### src/rtl/otter_rfile_sb.sv
// ============================================================================
// Module      : otter_rfile_sb
// Description : Register file (x0 = 0) with an integrated busy scoreboard.
//               Optional write-to-read bypass with the RFILE_BYPASS_EN macro.
// Revision    : 1.0 - initial release
// ============================================================================
`default_nettype none

module otter_rfile_sb #(
    parameter int XLEN  = 32,
    parameter int NREGS = 32,
    parameter int AW    = $clog2(NREGS)
) (
    input  logic            i_clk,
    input  logic            i_rst,
    input  logic [AW-1:0]   i_r_addr1,
    input  logic [AW-1:0]   i_r_addr2,
    output logic [XLEN-1:0] o_r_rs1,
    output logic [XLEN-1:0] o_r_rs2,
    output logic            o_r_busy1,
    output logic            o_r_busy2,
    input  logic            i_w_en,
    input  logic [AW-1:0]   i_w_addr,
    input  logic [XLEN-1:0] i_w_data,
    input  logic            i_rsv_en,
    input  logic [AW-1:0]   i_rsv_addr,
    input  logic            i_flush,
    output logic [AW:0]     o_busy_cnt
);

    localparam logic [AW:0] C_NREGS = (AW+1)'(NREGS);

    logic [XLEN-1:0] r_regs [0:NREGS-1];
    logic [NREGS-1:0] r_busy;
    logic [AW:0]      r_busy_cnt;

    logic             w_wr_ok;
    logic             w_rsv_ok;
    logic             w_rd_ok1;
    logic             w_rd_ok2;
    logic [NREGS-1:0] w_busy_nxt;
    logic [AW:0]      w_cnt_nxt;

    // Addresses beyond the implemented range (non power-of-2 NREGS) are inert.
    assign w_wr_ok  = i_w_en   && (i_w_addr   != '0) && ({1'b0, i_w_addr}   < C_NREGS);
    assign w_rsv_ok = i_rsv_en && (i_rsv_addr != '0) && ({1'b0, i_rsv_addr} < C_NREGS);
    assign w_rd_ok1 = (i_r_addr1 != '0) && ({1'b0, i_r_addr1} < C_NREGS);
    assign w_rd_ok2 = (i_r_addr2 != '0) && ({1'b0, i_r_addr2} < C_NREGS);

    // Reserve is applied after write so the newer instruction keeps ownership;
    // flush then overrides everything.
    always_comb begin
        w_busy_nxt = r_busy;
        if (w_wr_ok)
            w_busy_nxt[i_w_addr] = 1'b0;
        if (w_rsv_ok)
            w_busy_nxt[i_rsv_addr] = 1'b1;
        if (i_flush)
            w_busy_nxt = '0;
        w_busy_nxt[0] = 1'b0;
    end

    always_comb begin
        w_cnt_nxt = '0;
        for (int i = 1; i < NREGS; i++)
            w_cnt_nxt = w_cnt_nxt + (AW+1)'(w_busy_nxt[i]);
    end

    always_ff @(posedge i_clk or posedge i_rst) begin
        if (i_rst) begin
            for (int i = 0; i < NREGS; i++)
                r_regs[i] <= '0;
        end else if (w_wr_ok) begin
            r_regs[i_w_addr] <= i_w_data;
        end
    end

    always_ff @(posedge i_clk or posedge i_rst) begin
        if (i_rst) begin
            r_busy     <= '0;
            r_busy_cnt <= '0;
        end else begin
            r_busy     <= w_busy_nxt;
            r_busy_cnt <= w_cnt_nxt;
        end
    end

    assign o_busy_cnt = r_busy_cnt;

    always_comb begin
        o_r_rs1   = w_rd_ok1 ? r_regs[i_r_addr1] : '0;
        o_r_rs2   = w_rd_ok2 ? r_regs[i_r_addr2] : '0;
        o_r_busy1 = w_rd_ok1 ? r_busy[i_r_addr1] : 1'b0;
        o_r_busy2 = w_rd_ok2 ? r_busy[i_r_addr2] : 1'b0;
`ifdef RFILE_BYPASS_EN
        if (w_wr_ok && (i_w_addr == i_r_addr1)) begin
            o_r_rs1   = i_w_data;
            o_r_busy1 = 1'b0;
        end
        if (w_wr_ok && (i_w_addr == i_r_addr2)) begin
            o_r_rs2   = i_w_data;
            o_r_busy2 = 1'b0;
        end
`else
`endif
    end

endmodule

`default_nettype wire
### config.mk
export PLATFORM = sky130hd
export DESIGN_NAME = otter_rfile_sb
export DESIGN_NICKNAME = d
export VERILOG_FILES = /design/src/rtl/otter_rfile_sb.sv
export SDC_FILE = /design/constraint.sdc
export NUM_CORES = 2
export LEC_CHECK = 0
export BUFFER_PORTS_ARGS = -buffer_cell sky130_fd_sc_hd__buf_2
export CAP_MARGIN = 15
export CORE_MARGIN = 2
export CORE_UTILIZATION = 60
export DETAILED_ROUTE_END_ITERATION = 10
export PLACE_DENSITY = 0.73
export SETUP_SLACK_MARGIN = 0.3
export SKIP_CTS_REPAIR_TIMING = 1
export SYNTH_ARGS = -nofsm -noshare
export SYNTH_HDL_FRONTEND = slang
export SYNTH_SLANG_ARGS = --single-unit
### constraint.sdc
create_clock -name i_clk -period 104 [get_ports i_clk]
set_input_delay 20.8 -clock i_clk [delete_from_list [all_inputs] [get_ports i_clk]]
set_output_delay 20.8 -clock i_clk [all_outputs]
set_load 0.01 [all_outputs]
; ---- Yosys cells after proc, flatten, opt, wreduce, memory -nomap -nowiden
; Cells that the tools add are included.
[totals]
inputBits = 57
ff_bits = 1061
output_inout_bits = 72
wordCells = 113
[op_classes]
n_addsub = 30
muxes = 24
reduce_logical = 9
magnitude_cmp = 10
bitwise_logic = 6
[ops]
columns = operator, count
row1 = $bwmux 1024, 1
row2 = $bmux 32 s5, 2
row3 = $mux 32, 10
row4 = $demux 32 s5, 1
row5 = $add 6x1->6, 25
row6 = $and 32x32->32, 1
row7 = $not 32->32, 1
row8 = $or 32x32->32, 1
row9 = $lt 5x6->1 const B, 4
row10 = $reduce_bool 5->1, 4
row11 = $ge 6x6->1 const B, 3
row12 = $not 5->6, 3
row13 = $bmux 1 s5, 2
row14 = $demux 1 s5, 2
row15 = $ge 5x1->1 const B, 2
row16 = $add 5x1->6, 1
row17 = $lt 6x1->1 const B, 1
row18 = $mux 1, 6
row19 = $add 4x1->5, 1
row20 = $logic_and 1x1->1, 5
row21 = $add 3x1->4, 1
row22 = $add 2x1->3, 1
row23 = $add 1x1->2, 1

; ---- Logic depth before layout (Yosys ltp)
[depth]
ltp_word = 40
mapped_depth = 22
ltp_nobuf = 19

; ---- Worst setup path before layout
; Ideal clock, no wire load.
[synth_timing]
path_kind = input-to-output
from = input port i_r_addr1[2]
to = output port o_r_rs1[0]
stages = 6
arrival_time_ps = 22374
n_path_buf = 2
t_required_ps = 83200
path_slack_ps = 60826
path_cell_list = buf_2 buf_2 mux4_2 mux2_2 a221oi_1 a221oi_1
[synth_via]
elab_chain_cells = 5
elab_cells_between_ends = 6
cone_classes = mux: 4 / bitwise: 1 / reduce/logical: 1
[synth_rtl]
columns = element, line_no
row1 = from (decl), 16  ; input logic [AW-1:0] i_r_addr1,
row2 = $not 5->6 (implied by the code), 91  ; o_r_rs1 = w_rd_ok1 ? r_regs[i_r_addr1] : '0;
row3 = $bmux 32 s5, 91
row4 = $mux 32 (implied by the code) (2 in a row), 91
row5 = $mux 32 *, 91
row6 = to (decl), 18  ; output logic [XLEN-1:0] o_r_rs1,
; Every way passes the cells marked *; elsewhere a longest branch is shown, timed or not. The select of a mux whose other input is x is not followed.

; ---- Worst setup path after layout
[layout_timing]
from = input port i_r_addr2[1]
to = output port o_r_rs2[7]
[layout_via]
elab_chain_cells = 5
elab_cells_between_ends = 6
cone_classes = mux: 4 / bitwise: 1 / reduce/logical: 1
[layout_rtl]
columns = element, line_no
row1 = from (decl), 17  ; input logic [AW-1:0] i_r_addr2,
row2 = $not 5->6 (implied by the code), 92  ; o_r_rs2 = w_rd_ok2 ? r_regs[i_r_addr2] : '0;
row3 = $bmux 32 s5, 92
row4 = $mux 32 (implied by the code) (2 in a row), 92
row5 = $mux 32 *, 92
row6 = to (decl), 19  ; output logic [XLEN-1:0] o_r_rs2,
; Marked as above.

==> impl_results.md <==
- Gpl congestion: 0.847
- Syn Area/Cell: 15.3 sq um
- CP cell instances: buf_8, buf_12, buf_4, buf_4, mux2i_1, a221oi_1, o21ai_0, a31oi_1, buf_2
- Initial Util: 0.605
- Bufs on Longest Clock Path: 3
- Fmax: 0.0216 GHz
- DIE WIDTH: 313 um
- Die area: 0.0981 sq mm
- WP data arrival: 25.46 ns
- H-tree levels: 3
- Synth top area share: 0.463
- Syn_nets: 3845
- Reg2reg start: r_busy[14]$_DFF_PP0_
- FF+latch count, synth: 1061
- CP Capture Type: primary output
- Vias per cell: 7.32
- Final worst slack: 57.74 ns
- # clock sinks: 1061
- Setup Crit Path Kind: in2out
- DR WL/cell: 34.3 um
- Yosys warning total: 0
- Fin util: 0.656
- Worst path most repeated cell: buf_4
- Fin Clk Skew: 0.00709 ns
- Antenna-violating nets left: 0
- Starting DRC count in detailed routing: 4136
- Ys async rst share: 1.00
- Final setup fails: 0
- CTS tree: built
- Post-layout min period: 46.26 ns
- Net count, final: 3735
- CP Launch Type: primary input
- Slowest stage delay, CP: 0.92 ns
- Worst ir drop on vdd: 0.0000149 V
- Vias in the first global route: 39200
- Drt first pass iters: 6
- Overflow after GRT: 0
- Mapped Area: 0.0574 sq mm
- Worst slew pin tran: 1.09 ns
- DP Worst Slack: 57.73 ns
- DP Wirelength: 93.2 mm
- Drt drc: 0
- IO Count: 129
- Port Buffers: 128
- Status: completed
- Core area: 0.0949 sq mm
- Worst-skew pair later-pin latency: 0.68 ns
- Worst slew margin: 0.274
- Initial antenna violation count: 10
- Critical path startpoint: i_r_addr2[1]
- Period Utilization, post-route: 0.445
- Vias: 36700
- Clk slew on worst S/H paths: 0.06 ns
- Min-delay src: r_regs[1012]$_DFFE_PP0P_
- Fin Setup TNS: 0 ns
- Final max-slew violation count: 0
- Delay-heaviest family, CP: buffers and inverters
- First-pass GRT wire length: 259 mm
- Site Rows: 113
- Die H: 313 um
- Final wirelength: 172 mm
- Synth unique cells: 56
- Synth area leader: dfrtp_1
- Slowest CP cell: buf_4
- Pwr dens: 19.3 mW/mm^2
- Largest net degree at the start of global routing: 118
- Syn Inst Count: 3758
- Maximum fanout along the worst path: 110
- Area grow syn2layout: 8.40%
- Clock root cell: clkbuf_16
- MaxCap Viol Count: 0
- Seq/Total Area, Yosys: 0.463
- # fillers: 6483
- GRT Total Usage: 0.357
- Post-synth EDFFs: 0
- Leak Pwr: 27.0 nW
- CTS Buf Count: 113
- Worst hold path class: reg2reg
- Final Hold Fails: 0
- RSZ-0062 raised after global routing: false
- CP Data Required Time: 83.20 ns
- Top FF cell, synth: dfrtp_1
- Top cells by area, synth: dfrtp_1 (46%), mux2_2 (20%), mux4_2 (19%)
- Critical path buffer and inverter count: 5
- Layout cells sized above 1: 0.525
-- synthesized netlist by cell type (31+ instances only) --
cell type  count
a221o_1       37
a221oi_1      77
a22oi_1       36
a31oi_1       33
buf_2        146
buf_4         41
clkbuf_1     209
dfrtp_1     1061
mux2_2      1016
mux2i_1      195
mux4_2       495
nand2_1       83
o21ai_0       31
-- layer usage --
layer,vias to the layer above,GRT usage,wire length [um]
met4,10,0.172,8590
met5,-,0,83
met3,523,0.0828,15800
met2,2053,0.563,82200
li1,14300,-,-
met1,19800,0.473,64900
-- path summary, 6_finish.rpt --
kind                                                 end  slack (ns)  cells past startpoint
worst max-delay path                          o_r_rs2[7]       57.74                      9
worst min-delay path            r_regs[1012]$_DFFE_PP0P_        0.40                      0
worst max register to register   o_busy_cnt[4]$_DFF_PP0_       98.67                     14
worst min register to register  r_regs[1012]$_DFFE_PP0P_        0.40                      0
max in group asynchronous        r_regs[943]$_DFFE_PP0P_       79.19                      7
min in group asynchronous        o_busy_cnt[4]$_DFF_PP0_       20.28                      2
-- cell usage in the layout (no fill, tap or decap), types with 5 or more instances in the layout --
cell type / synthesis / final
nand2_1: 83 / 71
clkbuf_1: 209 / 27
a21o_1: 28 / 28
a221oi_1: 77 / 77
nand2_2: 0 / 12
inv_1: 17 / 16
a221o_1: 37 / 37
fa_1: 23 / 23
mux2_2: 1016 / 1016
dfrtp_1: 1061 / 1061
o22ai_1: 5 / 5
clkbuf_16: 0 / 117
o21ai_1: 13 / 13
mux2_1: 22 / 22
nand2b_1: 10 / 10
ha_1: 7 / 7
mux4_2: 495 / 495
buf_2: 146 / 122
nor2_1: 27 / 16
a22oi_1: 36 / 36
clkbuf_8: 0 / 33
nor2_4: 0 / 15
diode_2: 0 / 5
a21oi_1: 29 / 29
bufinv_16: 0 / 5
mux2_4: 10 / 10
mux2i_1: 195 / 195
a221oi_2: 10 / 10
o21ai_0: 31 / 31
clkinv_2: 0 / 18
nand3b_1: 8 / 8
a31oi_1: 33 / 33
buf_4: 41 / 76
-- worst reg2reg max path, delay by kind of cell (launching register included) --
family | cells | cell delay, ns
buffers and inverters | 1 | 0.06
xor gates and xnor gates | 1 | 0.13
AOI/OAI and AO/OA | 3 | 0.45
DFF | 1 | 0.38
and+or+nand+nor | 1 | 0.34
adders and majority gates | 8 | 3.89
-- area by class of cell --
type	instances	area (sq um)	share of cell area
Antenna cell	5	12.5	0.000201
Clock buffer	176	3470	0.0558
Clock inverter	29	290	0.00467
Inverter	20	90.1	0.00145
Multi-Input combinational cell	2245	28900	0.464
Sequential cell	1061	26600	0.427
Tap cell	1265	1580	0.0254
Timing Repair Buffer	207	1340	0.0215
-- power breakdown --
| group | internal (mW) | switching, mW |
|---|---|---|
| sequential | 0.489 | 0.0607 |
| combinational | 0.144 | 0.0967 |
| clock | 0.240 | 0.168 |
-- stage by stage --
step	instances	cell area [sq um]	power, mW	hold WS, ns
6_report	5008	62200	1.20	0.397
5_1_grt	5004	62200	1.25	0.403
4_1_cts	5002	62200	1.20	0.398
3_5_place_dp	4797	58400	0.793	0.384
3_3_place_gp	4797	58400	0.776	0.377
2_1_floorplan	3758	57400	0.726	0.441
-- cell families after synthesis --
logic type,count (synthesis),synth area share
and+or+nand+nor,168,0.0144
AOI/OAI and AO/OA,306,0.0407
adders and majority gates,30,0.00955
xor gates and xnor gates,3,0.000458
muxes,1738,0.435
DFF,1061,0.463
buffers and inverters,452,0.0376
-- state kept, by name, indices dropped and copies added, names as in the netlist --
register and flops:
o_busy_cnt 6, r_regs 1024, r_busy 31
(Power assumes the default switching activity.)
